File: config.mk
export PLATFORM = sky130hd
export DESIGN_NAME = skolem_ic_sweep_ctrl
export DESIGN_NICKNAME = d
export VERILOG_FILES = /design/src/rtl/skolem_chk_pkg.sv /design/src/rtl/skolem_ic_oracle.sv /design/src/rtl/skolem_ic_sweep_ctrl.sv
export SDC_FILE = /design/constraint.sdc
export NUM_CORES = 1
export LEC_CHECK = 0
export ABC_AREA = 1
export BUFFER_PORTS_ARGS = -buffer_cell sky130_fd_sc_hd__buf_2
export CAP_MARGIN = 15
export CORE_AREA = 5 5 72 74
export DETAILED_ROUTE_END_ITERATION = 12
export DIE_AREA = 0 0 77 79
export GPL_TIMING_DRIVEN = 0
export SLEW_MARGIN = 20
export SYNTH_ARGS = -nofsm -noshare
export SYNTH_HDL_FRONTEND = slang
export SYNTH_SLANG_ARGS = --single-unit
File: constraint.sdc
create_clock -name clk -period 1.85 [get_ports clk]
set_input_delay 0.2775 -clock clk [delete_from_list [all_inputs] [get_ports clk]]
set_output_delay 0.2775 -clock clk [all_outputs]
set_load 0.05 [all_outputs]
File: src/rtl/skolem_chk_pkg.sv
// Shared types, defaults and the bvuge/bvlshr invertibility oracle
// used by the Skolem candidate sweep controllers.
package skolem_chk_pkg;

  localparam int unsigned W_DEF = 4;
  localparam int unsigned W_MAX = 16;

  typedef logic [1:0] state_t;

  localparam state_t ST_IDLE  = 2'd0;
  localparam state_t ST_RUN   = 2'd1;
  localparam state_t ST_DRAIN = 2'd2;
  localparam state_t ST_DONE  = 2'd3;

  // ((2^w-1) >> s) >= t, with s >= w shifting everything out
  function automatic logic ic_uge_lshr(
    input logic [W_MAX-1:0] s,
    input logic [W_MAX-1:0] t,
    input int unsigned      w
  );
    logic [W_MAX-1:0] ones;
    ones = {W_MAX{1'b1}} >> (W_MAX - w);
    if (32'(s) >= w) begin
      return t == '0;
    end
    return (ones >> s) >= t;
  endfunction

endpackage

File: src/rtl/skolem_ic_oracle.sv
// Combinational wrapper around ic_uge_lshr so other sweep
// controllers can share the same reference oracle.
import skolem_chk_pkg::*;

module skolem_ic_oracle #(
  parameter int unsigned W = W_DEF
) (
  input  logic [W-1:0] s,
  input  logic [W-1:0] t,
  output logic         ok
);

  assign ok = ic_uge_lshr(W_MAX'(s), W_MAX'(t), W);

endmodule

File: src/rtl/skolem_ic_sweep_ctrl.sv
// Exhaustive sweep of a Skolem candidate against the uge/lshr oracle.
// Optional SKOLEM_CHK_STOP_EN ends the sweep on the first mismatch.
import skolem_chk_pkg::*;

module skolem_ic_sweep_ctrl #(
  parameter int unsigned W = W_DEF
) (
  input  logic            clk,
  input  logic            rst,
  input  logic            start,
  output logic            busy,
  output logic            done,
  output logic [2*W-1:0]  cand_vec,
  input  logic            cand_res,
  output logic [2*W:0]    mism_cnt,
  output logic            first_fail_vld,
  output logic [2*W-1:0]  first_fail_vec,
  output logic            pass
);

  localparam int unsigned VW = 2 * W;

  state_t          state;
  logic            ora;
  logic            mis;
  logic            last;
  logic            stop;
  logic            absorb;
  logic            cmp_mis;
  logic [VW-1:0]   cmp_vec;
  logic            res_vld;

  skolem_ic_oracle #(
    .W (W)
  ) u_oracle (
    .s  (cand_vec[VW-1:W]),
    .t  (cand_vec[W-1:0]),
    .ok (ora)
  );

  assign mis  = cand_res ^ ora;
  assign last = &cand_vec;
  assign busy = (state == ST_RUN) || (state == ST_DRAIN);
  assign done = (state == ST_DONE);

  // Only compares belonging to an active sweep reach the counters
  assign absorb = cmp_mis && busy;

`ifdef SKOLEM_CHK_STOP_EN
  assign stop = cmp_mis;
`else
  assign stop = 1'b0;
`endif

  assign pass = (done || res_vld) && (mism_cnt == '0);

  always_ff @(posedge clk) begin
    if (rst) begin
      state          <= ST_IDLE;
      cand_vec       <= '0;
      cmp_mis        <= 1'b0;
      cmp_vec        <= '0;
      mism_cnt       <= '0;
      first_fail_vld <= 1'b0;
      first_fail_vec <= '0;
      res_vld        <= 1'b0;
    end else begin
      cmp_mis <= (state == ST_RUN) && mis;
      cmp_vec <= cand_vec;

      if (absorb) begin
        mism_cnt <= mism_cnt + 1'b1;
        if (!first_fail_vld) begin
          first_fail_vld <= 1'b1;
          first_fail_vec <= cmp_vec;
        end
      end

      case (state)
        ST_IDLE: begin
          if (start) begin
            state          <= ST_RUN;
            cand_vec       <= '0;
            mism_cnt       <= '0;
            first_fail_vld <= 1'b0;
            first_fail_vec <= '0;
            res_vld        <= 1'b0;
          end
        end
        ST_RUN: begin
          if (stop) begin
            state <= ST_DONE;
          end else if (last) begin
            state <= ST_DRAIN;
          end else begin
            cand_vec <= cand_vec + 1'b1;
          end
        end
        ST_DRAIN: begin
          state <= ST_DONE;
        end
        ST_DONE: begin
          state   <= ST_IDLE;
          res_vld <= 1'b1;
        end
        default: begin
          state <= ST_IDLE;
        end
      endcase
    end
  end

endmodule

==> out/results.txt <==
Critical Path Max Stage Delay -> 0.35 ns
minimum clock period -> 1.73 ns
vias in the first global route -> 1595
Worst Hold Depth -> 4
Yosys top cell area share -> 40.8%
Worst R2R Path Depth -> 11
input/output buffers -> 32
share of post-route cells with drive strength above 1 -> 21.5%
crit path max fanout -> 4
Detail Route Antenna Nets -> 0
clock skew -> 0.00191 ns
sequential area share after synthesis -> 40.8%
Final GP Congestion -> 0.825
post-synthesis register bit count -> 38
gr ovfl total -> 0
Die Width -> 77 um
count of final setup violators -> 0
Pins Over Slew Limit -> 0
Final Cycle Share -> 93.6%
H-Tree Depth -> 2
mux contribution to synthesized area -> 0%
synthesized net count -> 273
critical path buffer and inverter count -> 2
Placed Cells -> 343
Reg clk slew, reported paths -> 0.08 ns
nets@finish -> 312
xor and xnor area share after synthesis -> 0.938%
drt via density -> 4.83
Fill cells -> 460
fmax -> 0.577 GHz
combinational power share -> 30.5%
complex-gate fraction of the synthesized area -> 7.71%
Sequential Power Share -> 35.5%
Slowest cell on crit path -> dfxtp_1
RSZ-0062 raised after global routing -> true
Worst Setup Path Type -> reg2out
Clk Latency, worst-skew pair -> 0.28 ns
status -> complete, no violations
Placeable Area -> 4540 um^2
initial core utilization -> 41.2%
CP arrival -> 1.45 ns
Max Cap Viol -> 0
DRT Pass-1 Iters -> 4
Die Y -> 79 um
synthesis-to-finish area growth -> 21.3%
TNS Setup -> 0 ns
Worst Tran Pin Value -> 0.454 ns
Synth Warn # -> 0
global-route usage over all layers -> 14.4%
drt drc -> 0
CP required -> 1.57 ns
Cell Area, Synth -> 1870 um^2
mean area per synthesized cell -> 7.26 um^2
CP Capture Type -> output pin
Vias -> 1697
Hold Crit Start -> cand_res
simple-gate share of the synthesized area -> 34.5%
num ports -> 33
top post-synthesis cells by area -> dfxtp_1 (41%), nand2_1 (10%), nor2_1 (9.0%), ha_1 (8.0%), inv_1 (6.4%)
clock tree sinks -> 38
Switch Pwr -> 879 uW
wire length per cell -> 11.9 um
hold endpoint -> cmp_mis
Leak -> 1.11 nW
synth unique cells -> 27
number of hold violations in the final report -> 0
die area -> 6080 um^2
largest net degree at the start of global routing -> 13
CP delay by family, top -> flip-flops
Int Pwr -> 1.67 mW
fin cells -> 351
CTS max path bufs -> 2
power per cell area -> 1130 nW/um^2
R2R Setup Slk -> 0.16 ns
CTS buffer count -> 5
slew margin rel. -> 69.6%
CP startpoint kind -> flop
first-pass GRT wire length -> 7220 um
CTS root buf -> clkbuf_8
clock share of power -> 34.0%
maximum vdd drop -> 0.000567 V
initial antenna violation count -> 0
hpwl dp -> 3180 um
Critical R2R Launch -> cand_vec[6]
Critical R2R Capture -> cmp_mis
Syn Inst Count -> 257
area leader, netlist -> dfxtp_1
Synth Area in Adders -> 8.04%
Net Sw Frac -> 34.5%
main combinational cell family by area after synthesis -> simple AND/OR/NAND/NOR gates
hold buffer count at cts -> 0
Min-Delay Path Class -> in2reg
critical path cell sequence -> inv_1 -> ha_1 -> nand2_1 -> nor4_4 -> buf_4
TritonCTS clock tree -> built
site row count -> 25
WL final -> 4170 um
First DRT Iteration DRCs -> 96
antenna cells -> 0
[power groups by stage]
| stage | Sequential (mW) | Clock [mW] | Combinational [mW] |
|---|---|---|---|
| after detailed placement | 0.925 | 0 | 0.774 |
| after global routing | 0.914 | 0.930 | 0.855 |
| final | 0.905 | 0.867 | 0.777 |
| after CTS | 0.906 | 0.888 | 0.777 |
| after global placement | 0.924 | 0 | 0.762 |
| after floorplan | 0.992 | 0 | 0.543 |
[synth_stat cells, drive strengths merged]
cell and number:
nand2 58, dfxtp 38, nand3 18, nor3 11, nor4 1, o21ai 14
inv 34, a32o 1, o22ai 1, nor2 48, nand4 4, ha 12
xor2 2, buf 2, clkbuf 2, a21oi 10, or2 1
[layout by cell type, fill, tap and decap left out, types with 2 or more instances in the layout]
cell,instances
a21oi_1,8
a21oi_2,2
buf_2,32
bufinv_16,2
clkbuf_1,2
clkbuf_8,6
dfxtp_1,38
ha_1,11
inv_1,32
inv_2,2
nand2_1,50
nand2_2,5
nand2_4,3
nand3_1,16
nand4_1,4
nor2_1,43
nor2_2,4
nor3_1,11
o21ai_0,9
o21ai_1,5
xor2_1,2
[area by class of cell]
cell class                      instances  area (um^2)  share of cell area (%)
Timing Repair Buffer                   32          163                    7.18
Buffer                                  4         23.8                    1.05
Sequential cell                        38          761                    33.6
Tap cell                               54         67.6                    2.98
Inverter                               34          128                    5.64
Clock buffer                            6         82.6                    3.65
Clock inverter                          2         60.1                    2.65
Multi-Input combinational cell        181          980                    43.3
[per-layer routing]
| metal | share of wire (%) | up-vias | track usage, % | wire [um] |
|---|---|---|---|---|
| met5 | 0 | - | 0 | 0 |
| met1 | 48 | 755 | 18.2 | 1990 |
| met3 | 5.6 | 6 | 4.42 | 233 |
| li1 | - | 895 | - | - |
| met2 | 46 | 41 | 23.0 | 1900 |
| met4 | 1.0 | 0 | 5.15 | 43 |
[sequential cells by signal, summed over array words and instances, names as in the netlist]
name,count
first_fail_vld,1
cmp_mis,1
state,2
first_fail_vec,8
mism_cnt,9
res_vld,1
cmp_vec,8
cand_vec,8
[how the worst max path moves through the flow]
stage                      from       to  slack (ns)  cells past startpoint
floorplan              state[0]     pass       -0.06                      3
global placement    cand_vec[6]  cmp_mis        0.13                     11
detailed placement  cand_vec[6]  cmp_mis        0.11                     11
CTS                 mism_cnt[0]     pass        0.05                      5
global route        cand_vec[7]  cmp_mis       -0.03                     10
finish              mism_cnt[0]     pass        0.12                      5
[cells by family (layout without fill, tap and decap cells)]
kind of cell / after synthesis / after routing
compound gates: 26 / 26
flops: 38 / 38
xor+xnor: 2 / 2
buf+inv: 38 / 78
simple gates: 141 / 141
fa+ha+maj: 12 / 12
[worst reg2reg max path, cell delays in order, from the launching register on]
cell and delay (ns):
dfxtp_1 0.38, nor2_2 0.14, inv_1 0.12, nor3_1 0.15
ha_1 0.27, nand2_1 0.08, inv_1 0.04, nand2_1 0.05
nand4_1 0.12, nand3_1 0.09, nand2_1 0.05, nor2_1 0.14
[per-stage QoR]
| stage | power [mW] | cell area [um^2] | setup WS (ns) | hold WS, ns | util, % |
|---|---|---|---|---|---|
| floorplan | 1.53 | 1880 | -0.0625 | 0.409 | - |
| global placement | 1.69 | 2110 | 0.130 | 0.445 | 46.6 |
| detailed placement | 1.70 | 2110 | 0.107 | 0.450 | 46.6 |
| CTS | 2.57 | 2250 | 0.0471 | 0.286 | 49.7 |
| global route | 2.70 | 2260 | -0.0297 | 0.297 | 49.9 |
| finish | 2.55 | 2260 | 0.118 | 0.291 | 49.9 |
[what timing repair did]
| item | CTS | global route |
|---|---|---|
| setup endpoints to repair | 0 | 5 |
| hold endpoints to repair | 0 | 0 |
| gates resized for setup | 0 | 5 |
| buffers inserted | 0 | 0 |
(Power assumes the default switching activity.)
